==> src/rtl/piso_serializer_if.sv <==
// Parallel word in, serial bit out bundle between a word producer and piso_serializer.
// The master side offers words and watches the serial stream; the slave side is the serializer.
interface piso_serializer_if #(
    parameter int WIDTH = 8
);
    logic [WIDTH-1:0] din;
    logic             din_valid;
    logic             din_ready;
    logic             so;
    logic             so_valid;
    logic             word_done;
    logic             busy;

    modport master (
        output din, din_valid,
        input  din_ready, so, so_valid, word_done, busy
    );

    modport slave (
        input  din, din_valid,
        output din_ready, so, so_valid, word_done, busy
    );
endinterface

==> src/rtl/piso_serializer.sv <==
// Parallel-in serial-out stage with a one-word holding buffer feeding a bit shifter.
// Latency: word accepted at edge N shows its first bit after N+1, its last bit after N+WIDTH.
// Backpressure: din_ready is the inverted buffer-full register; a full buffer stalls the producer.
module piso_serializer #(
    parameter int WIDTH     = 8,
    parameter bit MSB_FIRST = 1'b1
) (
    input  logic              clk,
    input  logic              clear,
    piso_serializer_if.slave  bus
);
    localparam int CNT_W = (WIDTH > 1) ? $clog2(WIDTH) : 1;
    localparam logic [CNT_W-1:0] LAST_BIT = CNT_W'(WIDTH - 1);

    localparam logic [0:0] ST_IDLE  = 1'b0;
    localparam logic [0:0] ST_SHIFT = 1'b1;

    logic [0:0]       state_q, state_d;
    logic [CNT_W-1:0] bit_cnt_q, bit_cnt_d;
    logic [WIDTH-1:0] buf_q, buf_d;
    logic             buf_full_q, buf_full_d;
    logic [WIDTH-1:0] sh_q, sh_d;
    logic             so_q, so_d;

    logic accept;
    logic at_last;
    logic load;

    // Ready depends only on buf_full_q, so accept and load can never coincide.
    assign accept  = bus.din_valid && !buf_full_q;
    assign at_last = (state_q == ST_SHIFT) && (bit_cnt_q == LAST_BIT);
    assign load    = buf_full_q && ((state_q == ST_IDLE) || at_last);

    always_comb begin
        state_d    = state_q;
        bit_cnt_d  = bit_cnt_q;
        buf_d      = buf_q;
        buf_full_d = buf_full_q;
        sh_d       = sh_q;
        so_d       = so_q;

        if (load) begin
            state_d    = ST_SHIFT;
            bit_cnt_d  = '0;
            buf_full_d = 1'b0;
            if (MSB_FIRST) begin
                so_d = buf_q[WIDTH-1];
                sh_d = buf_q << 1;
            end else begin
                so_d = buf_q[0];
                sh_d = buf_q >> 1;
            end
        end else if (state_q == ST_SHIFT) begin
            if (at_last) begin
                state_d   = ST_IDLE;
                bit_cnt_d = '0;
                so_d      = 1'b0;
                sh_d      = '0;
            end else begin
                bit_cnt_d = bit_cnt_q + CNT_W'(1);
                if (MSB_FIRST) begin
                    so_d = sh_q[WIDTH-1];
                    sh_d = sh_q << 1;
                end else begin
                    so_d = sh_q[0];
                    sh_d = sh_q >> 1;
                end
            end
        end

        if (accept) begin
            buf_d      = bus.din;
            buf_full_d = 1'b1;
        end
    end

    always_ff @(posedge clk or negedge clear) begin
        if (!clear) begin
            state_q    <= ST_IDLE;
            bit_cnt_q  <= '0;
            buf_q      <= '0;
            buf_full_q <= 1'b0;
            sh_q       <= '0;
            so_q       <= 1'b0;
        end else begin
            state_q    <= state_d;
            bit_cnt_q  <= bit_cnt_d;
            buf_q      <= buf_d;
            buf_full_q <= buf_full_d;
            sh_q       <= sh_d;
            so_q       <= so_d;
        end
    end

    assign bus.din_ready = !buf_full_q;
    assign bus.so        = so_q;
    assign bus.so_valid  = (state_q == ST_SHIFT);
    assign bus.word_done = at_last;
    assign bus.busy      = (state_q == ST_SHIFT) || buf_full_q;
endmodule

==> src/flat_wrapper.sv <==
// flat-port wrapper written by rule: the top's interface ports become plain ports
module piso_serializer_flat 
#(
    parameter int WIDTH     = 8,
    parameter bit MSB_FIRST = 1'b1
)
  (clk, clear, bus_din, bus_din_valid, bus_din_ready, bus_so, bus_so_valid, bus_word_done, bus_busy);
  piso_serializer_if #(.WIDTH(WIDTH)) bus_i ();
  input  logic clk;
  input  logic clear;
  input wire logic [$bits(bus_i.din)-1:0] bus_din;
  input wire logic [$bits(bus_i.din_valid)-1:0] bus_din_valid;
  output wire logic [$bits(bus_i.din_ready)-1:0] bus_din_ready;
  output wire logic [$bits(bus_i.so)-1:0] bus_so;
  output wire logic [$bits(bus_i.so_valid)-1:0] bus_so_valid;
  output wire logic [$bits(bus_i.word_done)-1:0] bus_word_done;
  output wire logic [$bits(bus_i.busy)-1:0] bus_busy;
  assign bus_i.din = bus_din;
  assign bus_i.din_valid = bus_din_valid;
  assign bus_din_ready = bus_i.din_ready;
  assign bus_so = bus_i.so;
  assign bus_so_valid = bus_i.so_valid;
  assign bus_word_done = bus_i.word_done;
  assign bus_busy = bus_i.busy;
  piso_serializer #(.WIDTH(WIDTH), .MSB_FIRST(MSB_FIRST)) u_core (.clk(clk), .clear(clear), .bus(bus_i));
endmodule
==> config.mk <==
export PLATFORM = sky130hd
export DESIGN_NAME = piso_serializer_flat
export DESIGN_NICKNAME = d
export VERILOG_FILES = /design/src/rtl/piso_serializer_if.sv /design/src/rtl/piso_serializer.sv /design/src/flat_wrapper.sv
export SDC_FILE = /design/constraint.sdc
export NUM_CORES = 1
export LEC_CHECK = 0
export ABC_CLOCK_PERIOD_IN_PS = 1300
export CORE_MARGIN = 2
export CORE_UTILIZATION = 46
export DETAILED_ROUTE_END_ITERATION = 16
export PLACE_DENSITY_LB_ADDON = 0.3
export SLEW_MARGIN = 20
export SYNTH_ARGS = -nofsm -noshare
export SYNTH_HDL_FRONTEND = slang
export SYNTH_SLANG_ARGS = --single-unit
==> constraint.sdc <==
create_clock -name clk -period 1.3 [get_ports clk]
set_input_delay 0.26 -clock clk [delete_from_list [all_inputs] [get_ports clk]]
set_output_delay 0.26 -clock clk [all_outputs]
set_load 0.01 [all_outputs]
-- Yosys cells after proc, flatten, opt, wreduce, memory -nomap -nowiden
Index checks and enable logic that the tools add are counted.
- flip-flop bits (word level): 22
- logic and storage cells: 31
- reduce and logical (&&, ||, !) cells: 8
- muxes and demuxes: 14
- bitwise operators: 1
- eq/ne operators: 1
- $add $sub $neg: 1
- operators by type and width (kind ; count):
    $mux 8 ; 3
    $mux 3 ; 3
    $mux 1 ; 8
    $reduce_bool 2->1 ; 2
    $add 3x1->3 const B ; 1
    $eq 3x3->1 const B ; 1
    $logic_and 1x1->1 ; 3
    $logic_or 1x1->1 ; 2
    $logic_not 1->1 ; 1
    $not 1->1 ; 1

-- Logic depth before layout (Yosys ltp)
Gate-level depths: netlist (run 1).
- depth in word-level cells: 6
- depth in mapped cells: 5
- mapped depth without buffers: 4

-- Worst setup path before layout (run 1)
No wires, ideal clock.
- kind: register -> register
- from: register u_core.bit_cnt_q[0]
- to: register u_core.so_q (netlist: u_core.bus.so)
- arrival: 1.348 ns
- setup slack: -0.174 ns
- buffers on the path: 1
- cell stages (with the launch flop): 6
- period minus slack after synthesis: 1.474 ns
- cell sequence: dfrtp_1 > ha_1 > ha_1 > nand2b_1 > buf_2 > a311o_1
- longest elaborated chain between the ends: 5
- elaborated cells between the ends (all ways): 8
- those cells by class: 1 x eq/ne; 3 x mux; 4 x reduce/logical
- ends and longest elaborated chain (item ; RTL line ; text):
    start, declared ; piso_serializer.sv:19 ; logic [CNT_W-1:0] bit_cnt_q, bit_cnt_d;
    start signal, assigned ; piso_serializer.sv:87 ; bit_cnt_q <= bit_cnt_d;
    $eq 3x3->1 * ; piso_serializer.sv:31 ; assign at_last = (state_q == ST_SHIFT) && (bit_cnt_q == LAST_BIT);
    $logic_and 1x1->1 * ; piso_serializer.sv:31 ;
    $mux 1 / $logic_or 1x1->1 (equally long branches) ; piso_serializer.sv:54, piso_serializer.sv:32 ;
    $mux 1 / $logic_and 1x1->1 (equally long branches) ; piso_serializer.sv:53, piso_serializer.sv:32 ;
    $mux 1 / $reduce_bool 2->1 (equally long branches) ; -- ;
    end signal, assigned ; piso_serializer.sv:84 ; so_q <= 1'b0;
    end signal, assigned ; piso_serializer.sv:91 ; so_q <= so_d;
    end, declared ; piso_serializer.sv:23 ; logic so_q, so_d;
Mark *: on every way between the ends. The rest lies on a longest branch, timed or not. The select of a mux whose other input is x is not followed.
A chain may end at the register's enable or synchronous reset.

-- Worst setup path after layout (run 1)
- from: register u_core.bit_cnt_q[0]
- to: output bus_word_done
- longest elaborated chain between the ends: 2
- ends and longest elaborated chain (item ; RTL line ; text):
    $eq 3x3->1 ; piso_serializer.sv:31 ;
    $logic_and 1x1->1 ; piso_serializer.sv:31 ;
    end, declared ; flat_wrapper.sv:16 ; output wire logic [$bits(bus_i.word_done)-1:0] bus_word_done;
Every way passes these cells.

==> results.md, run 1 <==
- After floorplanning, the core was divided into 17 placement rows.
- The area inside the core boundary is 2148 sq um.
- The flow ran to the end, but the final reports show violations.
- The number of hold violations in the final report is 0.
- The mean instance size in the synthesized netlist is 13.55 sq um.
- The setup skew after layout is 0.002894 ns.
- By area, the combinational part of the netlist is dominated by simple AND/OR/NAND/NOR gates.
- The number of warning messages in the yosys log is 0.
- Data on the critical path arrives at its endpoint at 1.30 ns.
- The count of buffers added on input and output ports is 15.
- The violation count after the first detailed-route iteration is 4.
- Overall power consumption after layout is estimated at 2.819 mW.
- Clock tree synthesis inserted a total of 3 buffers.
- The TritonCTS clock tree is built.
- The worst slew slack as a fraction of its limit is 0.8235.
- The number of antenna diodes in the final layout is 0.
- Timing would allow up to 641.0 MHz.
- Summing every instance area after synthesis gives 1016 sq um.
- The worst-path maximum fanout is 2.
- Counting the fill cells in the layout gives 168.
- For the worst setup path, the data required time is 1.04 ns.
- The die footprint is 2600 sq um.
- The cell at the root of the clock tree is sky130_fd_sc_hd__clkbuf_4.
- For this block, wires on met1 add up to 861 um.
- In this run the horizontal extent of the chip is 51.00 um.
- In this run the power density over the cells is 2017 nW/um^2.
- The global-route congestion overflow total is 0.
- The placement-stage cell area is 1251 sq um.
- The via count of the first global-routing pass came to 729.
- The number of flip-flops and latches in the synthesized netlist is 21.
- The antenna violation net count after detailed routing is 0.
- The pin count of the biggest net entering global routing is 22.
- The final layout contains 122 nets.
- The fraction of final layout cells with drive strength greater than 1 is 0.4537.
- The clock passes through at most 2 buffers.
- Of the total synthesized cell area, the portion taken by AND, OR, NAND and NOR gates is 0.1798.
- The number of cell instances on the worst register-to-register path is 5.
- The final wirelength is 1.908 mm.
- In this run the top signal layer used is met4.
- The checks that failed: negative setup slack.
- Once layout is complete, the cells apart from fillers number 136.
- Setup repair after global routing could not meet its margin everywhere.
- The share of the Yosys chip area taken by registers is 0.5172.
- The first global-routing pass estimated 3.305 mm of wire.
- Of the total synthesized cell area, the portion taken by full adders, half adders and majority gates is 0.02463.
- The worst-margin pin slew is 0.2648 ns.
- The post-route DRC violation count is 0.
- The post-synthesis compound-gate area fraction is 0.1034.
- The clock insertion delay at the later pin of the skew report is 0.29 ns.
- During I/O placement, the number of pins put on the boundary was 16.
- The met2 wirelength from detailed routing is 985 um.
- For this run, the share of the core covered by cells in the final layout is 0.6506.
- The via total after detailed routing is 707.
- For this configuration, the core starts out at a cell density of 0.4729.
- The maximum ir drop on the vdd rail is 1174 uV.
- The final period demand of the worst path is 1.560 ns.
- The worst setup path is launched from a flop.
- The number of placed instances, taps included, is 123.
- The type of the worst setup path is reg -> out.
- The static leakage power is 0.6373 nW.
- The min-delay analysis places its worst path in the category in -> async.
- The portion of synthesized area spent on multiplexers is 0.09852.
- STA classifies the critical path endpoint as an output pin.
- Setup violations remaining at the end of the flow were counted as 11.
- The average wire per standard cell is 14.03 um.
- Detailed placement ended at an HPWL of 1.209 mm.
- The number of detailed-routing iterations run before antenna repair is 5.
- The clock transition time at the flip-flop clock pins of the worst setup and hold paths is 0.11 ns.
- Clock tree synthesis found a total of 21 sinks.
- Summed over all nets, wire length on met3 after detailed routing comes to 45 um.
- The vertical die dimension is 51.00 um.
- Max-cap violations in this run came to 0.
- The area of all placed cells without fillers is 1398 sq um.
- The area growth from synthesis to final layout is 37.56%.
- The synthesized instance count is 75.
- Of the total synthesized cell area, the portion taken by XOR and XNOR cells is 0.
- Synthesis instantiated 21 different standard cells from the library.
- At the end of routability-driven placement, the weighted congestion stood at 0.6932.
- The aggregate global-route resource usage is 0.1729.
- The number of antenna violations at the first check in global routing is 0.
- The worst setup timing slack at the placement stage is -0.2584 ns.
- CTS built an H-tree with a depth of 1.
- The total nets after synthesis is 88.
- The smallest setup slack after layout is -0.2600 ns.
- In the finished design, the share of the clock period the worst path needs comes to 1.200.
- The count of pins over their slew limit is 0.
- After detailed routing, the number of vias per cell comes to 5.199.
==> cells by family after synthesis <==
logic type,after synthesis
flops,21
fa+ha+maj,2
buf+inv,11
compound gates,11
mux,9
simple gates,21
==> final cells by class <==
type	instances	area [sq um]	share of cell area
clock buffer	4	26.28	0.01880
inverter	4	15.01	0.01074
sequential	21	525.5	0.3760
tap	28	35.03	0.02507
timing repair buffer	36	321.6	0.2301
multi-input combinational	43	474.2	0.3393
==> cell usage in the layout (no fill, tap or decap), types with 2 or more instances in the layout <==
cell type                          n
sky130_fd_sc_hd__mux2_4            5
sky130_fd_sc_hd__dfrtp_1          21
sky130_fd_sc_hd__nor2b_4           2
sky130_fd_sc_hd__mux2_2            3
sky130_fd_sc_hd__buf_4            16
sky130_fd_sc_hd__clkdlybuf4s50_1  10
sky130_fd_sc_hd__dlygate4sd2_1     2
sky130_fd_sc_hd__clkbuf_4          3
sky130_fd_sc_hd__nor3b_2           6
sky130_fd_sc_hd__inv_2             2
sky130_fd_sc_hd__and3b_1           7
sky130_fd_sc_hd__nand2_1           2
sky130_fd_sc_hd__buf_6             7
sky130_fd_sc_hd__a311o_1           7
sky130_fd_sc_hd__inv_1             2
==> worst max-delay path, cell delays in order (launching register included) <==
cell	delay (ns)
sky130_fd_sc_hd__dfrtp_1	0.41
sky130_fd_sc_hd__ha_2	0.20
sky130_fd_sc_hd__ha_4	0.15
sky130_fd_sc_hd__and2_1	0.12
sky130_fd_sc_hd__buf_2	0.13
==> flip-flops by register name, summed over array words and instances, names as in the netlist <==
register / cells
u_core.bus.so_valid: 1
u_core.bit_cnt_q: 3
u_core.bus.so: 1
u_core.sh_q: 7
u_core.buf_q: 8
u_core.buf_full_q: 1
==> synth_stat cells (all sizes together) <==
cell | count | share of area
a21o | 1 | 0.0074
a22o | 1 | 0.0086
a311o | 7 | 0.069
a32o | 1 | 0.0099
and2 | 1 | 0.0062
and3b | 7 | 0.060
buf | 7 | 0.062
dfrtp | 21 | 0.52
ha | 2 | 0.025
inv | 4 | 0.015
mux2 | 8 | 0.089
mux2i | 1 | 0.0099
nand2 | 2 | 0.0074
nand2b | 1 | 0.0062
nor2 | 1 | 0.0062
nor2b | 2 | 0.012
nor3b | 7 | 0.081
o32ai | 1 | 0.0086
==> metrics by stage <==
step | TNS [ns] | hold slack (ns)
after floorplan | -0.4580 | -0.03559
after global placement | -3.136 | 0.4841
after detailed placement | -3.530 | 0.4984
after CTS | -2.318 | 0.2943
after global routing | -3.004 | 0.3083
final | -2.315 | 0.2958
==> where the power goes <==
group / internal, mW / total (mW) / switching, mW
clock network: 0.119 / 0.302 / 0.182
logic: 0.866 / 1.42 / 0.558
registers: 0.938 / 1.09 / 0.156
total: 1.92 / 2.82 / 0.896
==> worst paths after layout <==
check	slack, ns	startpoint	end
worst min register to register	0.52	u_core.buf_q[3]	u_core.buf_q[3]
worst max-delay path	-0.26	u_core.bit_cnt_q[0]	bus_word_done
max in group asynchronous	0.80	clear	u_core.bit_cnt_q[0]
worst max register to register	-0.25	u_core.bit_cnt_q[0]	u_core.bus.so
min in group clk	0.52	u_core.buf_q[3]	u_core.buf_q[3]
worst min-delay path	0.30	clear	u_core.buf_q[6]
==> metal layers <==
layer	vias up	global-route usage
met4	0	0.05405
met3	2	0.03509
li1	342	-
met1	352	0.2282
met2	11	0.2857
met5	-	0
==> timing repair <==
action | 4_1_cts | 5_1_grt
pin swaps | 2 | 2
endpoints found under the setup margin | 25 | 22
hold buffers | 0 | 0
gates resized for setup | 26 | 11
buffers inserted | 8 | 3
gates cloned | 1 | 0
Note: power is estimated with default switching activity, not from simulation.
==> run 2: changes to the inputs <==
Settings changed: SKIP_CTS_REPAIR_TIMING set to 1.
==> run 2 against run 1 <==
  * The flow still finishes with violations (negative setup slack)
  * Via count is 0.14% lower
  * Power is 2.9% lower
  * Critical path depth stayed put
  * Register-to-register slack hardly changed
  * Maximum frequency is 0.21% higher
  * Global-route usage is 1.6 points lower
  * Sequential share of layout area is 0.67 points higher
  * Flip-flop and latch count stayed put
  * Non-clock buffer count is 1 lower
  * Routed wire length is 0.21% lower
  * Die area stayed put
  * Critical path type unchanged
  * Largest cell class unchanged
==> results.md, run 2 (synthesized netlist as in run 1, its figures left out) <==
- The average wire per standard cell was 14.10 um (was 14.03 um).
- Status: complete, but fails checks (unchanged).
- The final period demand of the worst path is 1.557 ns (was 1.560 ns).
- The worst-margin pin slew is 0.2606 ns (was 0.2648 ns).
- The category of the worst setup path launch point is a flop (unchanged).
- The number of hold violations in the final report came to 0 (unchanged).
- The critical path required time is 1.04 ns (about the same).
- The post-route DRC violation count came to 0 (unchanged).
- RSZ-0062 raised after global routing: true (unchanged).
- The sequential cell area is 526.8 sq um (was 525.5 sq um).
- The final estimated routing congestion in global placement is 0.6932 (unchanged).
- The number of filler cells placed in the layout is 169 (was 168).
- Registers with the most flip-flops: u_core.buf_q: 8 flops, u_core.sh_q: 7 flops, u_core.bit_cnt_q: 3 flops (unchanged).
- The via total after detailed routing is 706 (was 707).
- The worst reg2reg path startpoint was u_core.bit_cnt_q[0] (unchanged).
- The count of antenna diodes in the layout is 0 (unchanged).
- The most common library cell in the layout ignoring fill and taps is sky130_fd_sc_hd__dfrtp_1 (unchanged).
- The area of the multi-input gates is 455.4 sq um (was 474.2 sq um).
- The number of buffers on the longest clock path is 2 (unchanged).
- The first-pass GRT wire length is 3.042 mm (was 3.305 mm).
- The kind of end point of the critical path is an output pin (unchanged).
- The number of flip-flops in the largest register is 8 (unchanged).
- The worst endpoint data arrival time is 1.30 ns (about the same).
- The number of antenna violations at the first check in global routing was 0 (unchanged).
- The clock transition time at the flip-flop clock pins of the worst setup and hold paths is 0.11 ns (about the same).
- The number of port buffers is 15 (unchanged).
- The static leakage power is 0.6261 nW (was 0.6373 nW).
- The setup skew after layout came to 0.002896 ns (was 0.002894 ns).
- The slowest stage cell on the critical path is sky130_fd_sc_hd__dfrtp_1 (unchanged).
- The type of the worst setup path is reg -> out (unchanged).
- The maximum level of the CTS H-tree is 1 (unchanged).
- The worst-path maximum fanout is 2 (unchanged).
- The number of buffers created by CTS came to 3 (unchanged).
- The antenna violation net count after detailed routing is 0 (unchanged).
- The via count of the first global-routing pass is 695 (was 729).
- The worst slew slack as a fraction of its limit is 0.8263 (was 0.8235).
- The via-per-instance ratio is 5.230 (was 5.199).
- The fmax was 642.4 MHz (was 641.0 MHz).
- The worst setup path startpoint is u_core.bit_cnt_q[0] (unchanged).
- The standard-cell row count is 17 (unchanged).
- The count of non-filler cells in the finished layout came to 135 (was 136).
- The worst setup timing slack at the placement stage is -0.2584 ns (unchanged).
- The final wirelength is 1.904 mm (was 1.908 mm).
- The longest individual stage delay on the worst path is 0.41 ns (about the same).
- The die footprint is 2600 sq um (unchanged).
- The final net count is 121 (was 122).
- The number of detailed-routing iterations run before antenna repair was 4 (was 5).
- Most frequent cells in the layout: 20 x sky130_fd_sc_hd__dfrtp_1, 16 x sky130_fd_sc_hd__buf_4, 10 x sky130_fd_sc_hd__clkdlybuf4s50_1 (was 21 x sky130_fd_sc_hd__dfrtp_1, 16 x sky130_fd_sc_hd__buf_4, 10 x sky130_fd_sc_hd__clkdlybuf4s50_1).
- The area growth from synthesis to final layout was 35.47% (was 37.56%).
- The global-route congestion overflow total is 0 (unchanged).
- The largest register by flop count is u_core.buf_q (unchanged).
- The max-capacitance violation count came to 0 (unchanged).
- The TritonCTS clock tree is built (unchanged).
- The effective utilization at floorplan is 0.4729 (unchanged).
- The vertical die dimension is 51.00 um (unchanged).
- The maximum ir drop on the vdd rail is 1155 uV (was 1174 uV).
- The smallest setup slack after layout is -0.2567 ns (was -0.2600 ns).
- The count of pins over their slew limit is 0 (unchanged).
- The number of top-level pins is 16 (unchanged).
- The number of sinks driven by the clock tree is 21 (unchanged).
- The clock insertion delay at the later pin of the skew report is 0.29 ns (about the same).
- The area inside the core boundary is 2148 sq um (unchanged).
- Violated checks: negative setup slack (unchanged).
- The aggregate global-route resource usage is 0.1571 (was 0.1729).
- The pin count of the biggest net entering global routing is 22 (unchanged).
- The final cycle utilization of the critical path is 1.197 (was 1.200).
- The classification of the worst-slack hold path is in -> async (unchanged).
- The fraction of final layout cells with drive strength greater than 1 is 0.4579 (was 0.4537).
- The power density over the cells is 1989 nW/um^2 (was 2017 nW/um^2).
- List of cells traversed by the critical path: ha_2, ha_4, and2_1, clkbuf_2 (was ha_2, ha_4, and2_1, buf_2).
- The cell at the root of the clock tree is sky130_fd_sc_hd__clkbuf_4 (unchanged).
- The final setup violation count is 11 (unchanged).
- The floorplan die width is 51.00 um (unchanged).
- The cell total after placement is 123 (unchanged).
- The violation count after the first detailed-route iteration came to 4 (unchanged).
- The HPWL reported at the end of detailed placement is 1.209 mm (unchanged).
-- run 2: changes by cell type in the layout (fill, tap and decap cells not counted), moves of 2 or more --
| cell | previous run | this run |
|---|---|---|
| sky130_fd_sc_hd__dlymetal6s2s_1 | 0 | 2 |
| sky130_fd_sc_hd__mux2_2 | 3 | 8 |
| sky130_fd_sc_hd__mux2_4 | 5 | 0 |
| sky130_fd_sc_hd__dlygate4sd2_1 | 2 | 0 |
-- run 2: metal layers --
metal  global-route usage  wire, um  up-vias
met3              0.03509        49        2
met1               0.2050       843      358
met5                    0         0        -
met2               0.2576       996       10
li1                     -         -      336
met4              0.05405        14        0
-- run 2: per-stage QoR --
stage	hold slack [ns]	utilization	cell area, sq um	setup TNS (ns)	total power [mW]
after floorplan	-0.03559	-	1045	-0.4580	1.926
final	0.2907	0.6407	1376	-1.929	2.737
after global routing	0.3059	0.6407	1376	-2.658	2.938
after CTS	0.2943	0.5946	1277	-3.942	2.565
after global placement	0.4841	0.5824	1251	-3.136	2.198
after detailed placement	0.4984	0.5824	1251	-3.530	2.259
-- run 2: final cells by class --
type | instances | share of cell area
sequential | 21 | 0.3827
multi-input combinational | 43 | 0.3309
timing repair buffer | 35 | 0.2309
tap | 28 | 0.02545
clock buffer | 4 | 0.01909
inverter | 4 | 0.01091
-- run 2: worst max-delay path: cells and delay by family (launching register included) --
kind          cells  cell delay (ns)
fa+ha+maj         2             0.35
buf+inv           1             0.12
flops             1             0.41
simple gates      1             0.13
-- run 2: worst paths after layout --
| path | end | slack [ns] | depth (start not counted) |
|---|---|---|---|
| hold reg to reg | u_core.buf_q[3] | 0.52 | 1 |
| min in group clk | u_core.buf_q[3] | 0.52 | 1 |
| max in group asynchronous | u_core.bus.so_valid | 0.79 | 2 |
| hold / removal | u_core.sh_q[6] | 0.29 | 2 |
| setup reg to reg | u_core.sh_q[4] | -0.25 | 5 |
| setup / recovery | bus_word_done | -0.26 | 4 |
-- run 2: report_power, final --
group          switching (mW)  internal [mW]
combinational           0.552          0.796
sequential              0.148          0.939
clock                   0.183          0.119
==> run 3: changes to the inputs <==
Settings changed: CORE_UTILIZATION 46 to 42, MAX_ROUTING_LAYER set to met4.
==> run 3 against run 2 <==
  * The flow still finishes with violations (negative setup slack)
  * Flip-flop and latch count stayed put
  * Sequential power hardly changed
  * Sequential share of layout area hardly changed
  * Cell count is 0.74% lower
  * Power is 0.97% higher
  * Global-route usage is 0.76 points higher
  * Via count stayed put
  * Non-clock buffer count is 2 lower
  * Critical path depth stayed put
  * Core utilization is 3.0 points lower
  * Maximum frequency is 0.32% higher
  * Highest routed layer unchanged
  * First-iteration DRC count stayed put
==> results.md, run 3 (synthesized netlist as in run 1, its figures left out) <==
- The via-per-instance ratio is 5.269 (was 5.230).
- The number of sinks driven by the clock tree is 21 (unchanged).
- Registers with the most flip-flops: u_core.buf_q: 8 flops, u_core.sh_q: 7 flops, u_core.bit_cnt_q: 3 flops (unchanged).
- The number of buffers created by CTS was 3 (unchanged).
- The worst slew slack as a fraction of its limit is 0.8204 (was 0.8263).
- The largest register by flop count is u_core.buf_q (unchanged).
- The worst endpoint data arrival time came to 1.29 ns (was 1.30 ns).
- The via total after detailed routing came to 706 (unchanged).
- Most frequent cells in the layout: 20 x sky130_fd_sc_hd__dfrtp_1, 14 x sky130_fd_sc_hd__buf_4, 11 x sky130_fd_sc_hd__clkdlybuf4s50_1 (was 20 x sky130_fd_sc_hd__dfrtp_1, 16 x sky130_fd_sc_hd__buf_4, 10 x sky130_fd_sc_hd__clkdlybuf4s50_1).
- The fmax was 644.4 MHz (was 642.4 MHz).
- The max-capacitance violation count is 0 (unchanged).
- The portion of total power attributed to combinational logic is 0.488 (was 0.493).
- The standard-cell row count is 17 (unchanged).
- The count of pins over their slew limit was 0 (unchanged).
- The aggregate global-route resource usage was 0.1647 (was 0.1571).
- The cell at the root of the clock tree is sky130_fd_sc_hd__clkbuf_4 (unchanged).
- The count of non-filler cells in the finished layout is 134 (was 135).
- The sequential group share of total power came to 0.398 (was 0.397).
- The vertical die dimension is 53.19 um (was 51.00 um).
- The switching portion of total power is 0.3233 (was 0.3227).
- The maximum ir drop on the vdd rail came to 937.5 uV (was 1155 uV).
- The number of port buffers is 15 (unchanged).
- The area growth from synthesis to final layout came to 35.59% (was 35.47%).
- The number of top-level pins is 16 (unchanged).
- The final period demand of the worst path is 1.552 ns (was 1.557 ns).
- The effective utilization at floorplan came to 0.4506 (was 0.4729).
- The post-route core utilization is 0.6110 (was 0.6407).
- The most common library cell in the layout ignoring fill and taps is sky130_fd_sc_hd__dfrtp_1 (unchanged).
- The violation count after the first detailed-route iteration is 4 (unchanged).
- The number of detailed-routing iterations run before antenna repair is 2 (was 4).
- The worst-margin pin slew is 0.2693 ns (was 0.2606 ns).
- The sum of negative setup slack came to -2.046 ns (was -1.929 ns).
- The worst reg2reg path startpoint is u_core.bit_cnt_q[1] (was u_core.bit_cnt_q[0]).
- The classification of the worst-slack hold path is in -> async (unchanged).
- The worst setup path startpoint is u_core.bit_cnt_q[1] (was u_core.bit_cnt_q[0]).
- The number of hold violations in the final report is 0 (unchanged).
- The smallest setup slack after layout is -0.2517 ns (was -0.2567 ns).
- The floorplan die width came to 53.19 um (was 51.00 um).
- Status: complete, but fails checks (unchanged).
- The antenna violation net count after detailed routing is 0 (unchanged).
- The type of the worst setup path is reg -> out (unchanged).
- The TritonCTS clock tree is built (unchanged).
- The final cycle utilization of the critical path is 1.194 (was 1.197).
- The count of antenna diodes in the layout is 0 (unchanged).
- The first-pass GRT wire length is 3.125 mm (was 3.042 mm).
- Violated checks: negative setup slack (unchanged).
- The cell total after placement is 125 (was 123).
- The switching power is 893.5 uW (was 883.2 uW).
- The final setup violation count came to 11 (unchanged).
- The clock insertion delay at the later pin of the skew report is 0.30 ns (was 0.29 ns).
- The number of antenna violations at the first check in global routing is 0 (unchanged).
- The HPWL reported at the end of detailed placement was 1.312 mm (was 1.209 mm).
- The number of buffers on the longest clock path is 2 (unchanged).
- The fraction of final layout cells with drive strength greater than 1 came to 0.4528 (was 0.4579).
- The die footprint is 2829 sq um (was 2600 sq um).
- The setup skew after layout was 0.005386 ns (was 0.002896 ns).
- The post-route DRC violation count is 0 (unchanged).
- The pin count of the biggest net entering global routing is 22 (unchanged).
- The final net count is 120 (was 121).
- The maximum level of the CTS H-tree came to 1 (unchanged).
- The worst-path maximum fanout is 2 (unchanged).
- The kind of end point of the critical path is an output pin (unchanged).
- The global-route congestion overflow total is 0 (unchanged).
- The internal power came to 1.870 mW (was 1.854 mW).
- The final estimated routing congestion in global placement is 0.6870 (was 0.6932).
- The category of the worst setup path launch point is a flop (unchanged).
- The clock transition time at the flip-flop clock pins of the worst setup and hold paths came to 0.12 ns (was 0.11 ns).
- The number of flip-flops in the largest register was 8 (unchanged).
- The area of all placed cells without fillers was 1378 sq um (was 1376 sq um).
- The clock network fraction of total power came to 0.114 (was 0.111).
- The average wire per standard cell is 13.45 um (was 14.10 um).
- The static leakage power came to 0.6300 nW (was 0.6261 nW).
- The area inside the core boundary is 2255 sq um (was 2148 sq um).
- The tightest hold margin was 0.2758 ns (was 0.2907 ns).
- The placement-stage cell area came to 1266 sq um (was 1251 sq um).
- The via count of the first global-routing pass is 695 (unchanged).
- The power density over the cells is 2006 nW/um^2 (was 1989 nW/um^2).
- The critical path required time is 1.04 ns (about the same).
- RSZ-0062 raised after global routing: true (unchanged).
- The final wirelength is 1.802 mm (was 1.904 mm).
run 3: layout make-up:
class | count | area [sq um]
Clock buffer | 4 | 26.28
Fill cell | 202 | 877.1
Inverter | 4 | 15.01
Multi-Input combinational cell | 44 | 480.5
Sequential cell | 21 | 526.8
Tap cell | 28 | 35.03
Timing Repair Buffer | 33 | 294.0
run 3: path summary, 6_finish.rpt:
kind	depth (start not counted)	slack [ns]	end
max	4	-0.25	bus_word_done
min	2	0.28	u_core.buf_q[6]
max reg2reg	5	-0.22	u_core.sh_q[2]
min reg2reg	1	0.52	u_core.buf_q[2]
max in group asynchronous	2	0.78	u_core.bus.so_valid
min in group clk	1	0.52	u_core.buf_q[2]
run 3: power by group through the flow:
stage	Sequential, mW	Clock, mW	Combinational [mW]
after detailed placement	1.12	0	1.18
after floorplan	1.08	0	0.850
after global placement	1.10	0	1.12
after CTS	1.10	0.327	1.18
final	1.10	0.315	1.35
after global routing	1.14	0.352	1.48
run 3: per-stage QoR:
step | worst slack (ns) | power [mW]
finish | -0.2517 | 2.764
global route | -0.3224 | 2.968
CTS | -0.6184 | 2.611
detailed placement | -0.2619 | 2.297
global placement | -0.2462 | 2.227
floorplan | -0.06543 | 1.926
run 3: metal layers:
| metal | vias to the layer above | global-route usage | part of all wire |
|---|---|---|---|
| met2 | 12 | 0.2563 | 0.48 |
| met4 | 0 | 0.1154 | 0.028 |
| li1 | 337 | - | - |
| met5 | - | - | 0 |
| met1 | 353 | 0.1953 | 0.46 |
| met3 | 4 | 0.02542 | 0.037 |
run 3: worst max-delay path: stages, from the launching register on:
cell	delay, ns
sky130_fd_sc_hd__dfrtp_1	0.40
sky130_fd_sc_hd__ha_2	0.20
sky130_fd_sc_hd__ha_4	0.15
sky130_fd_sc_hd__and2_1	0.12
sky130_fd_sc_hd__clkbuf_2	0.12
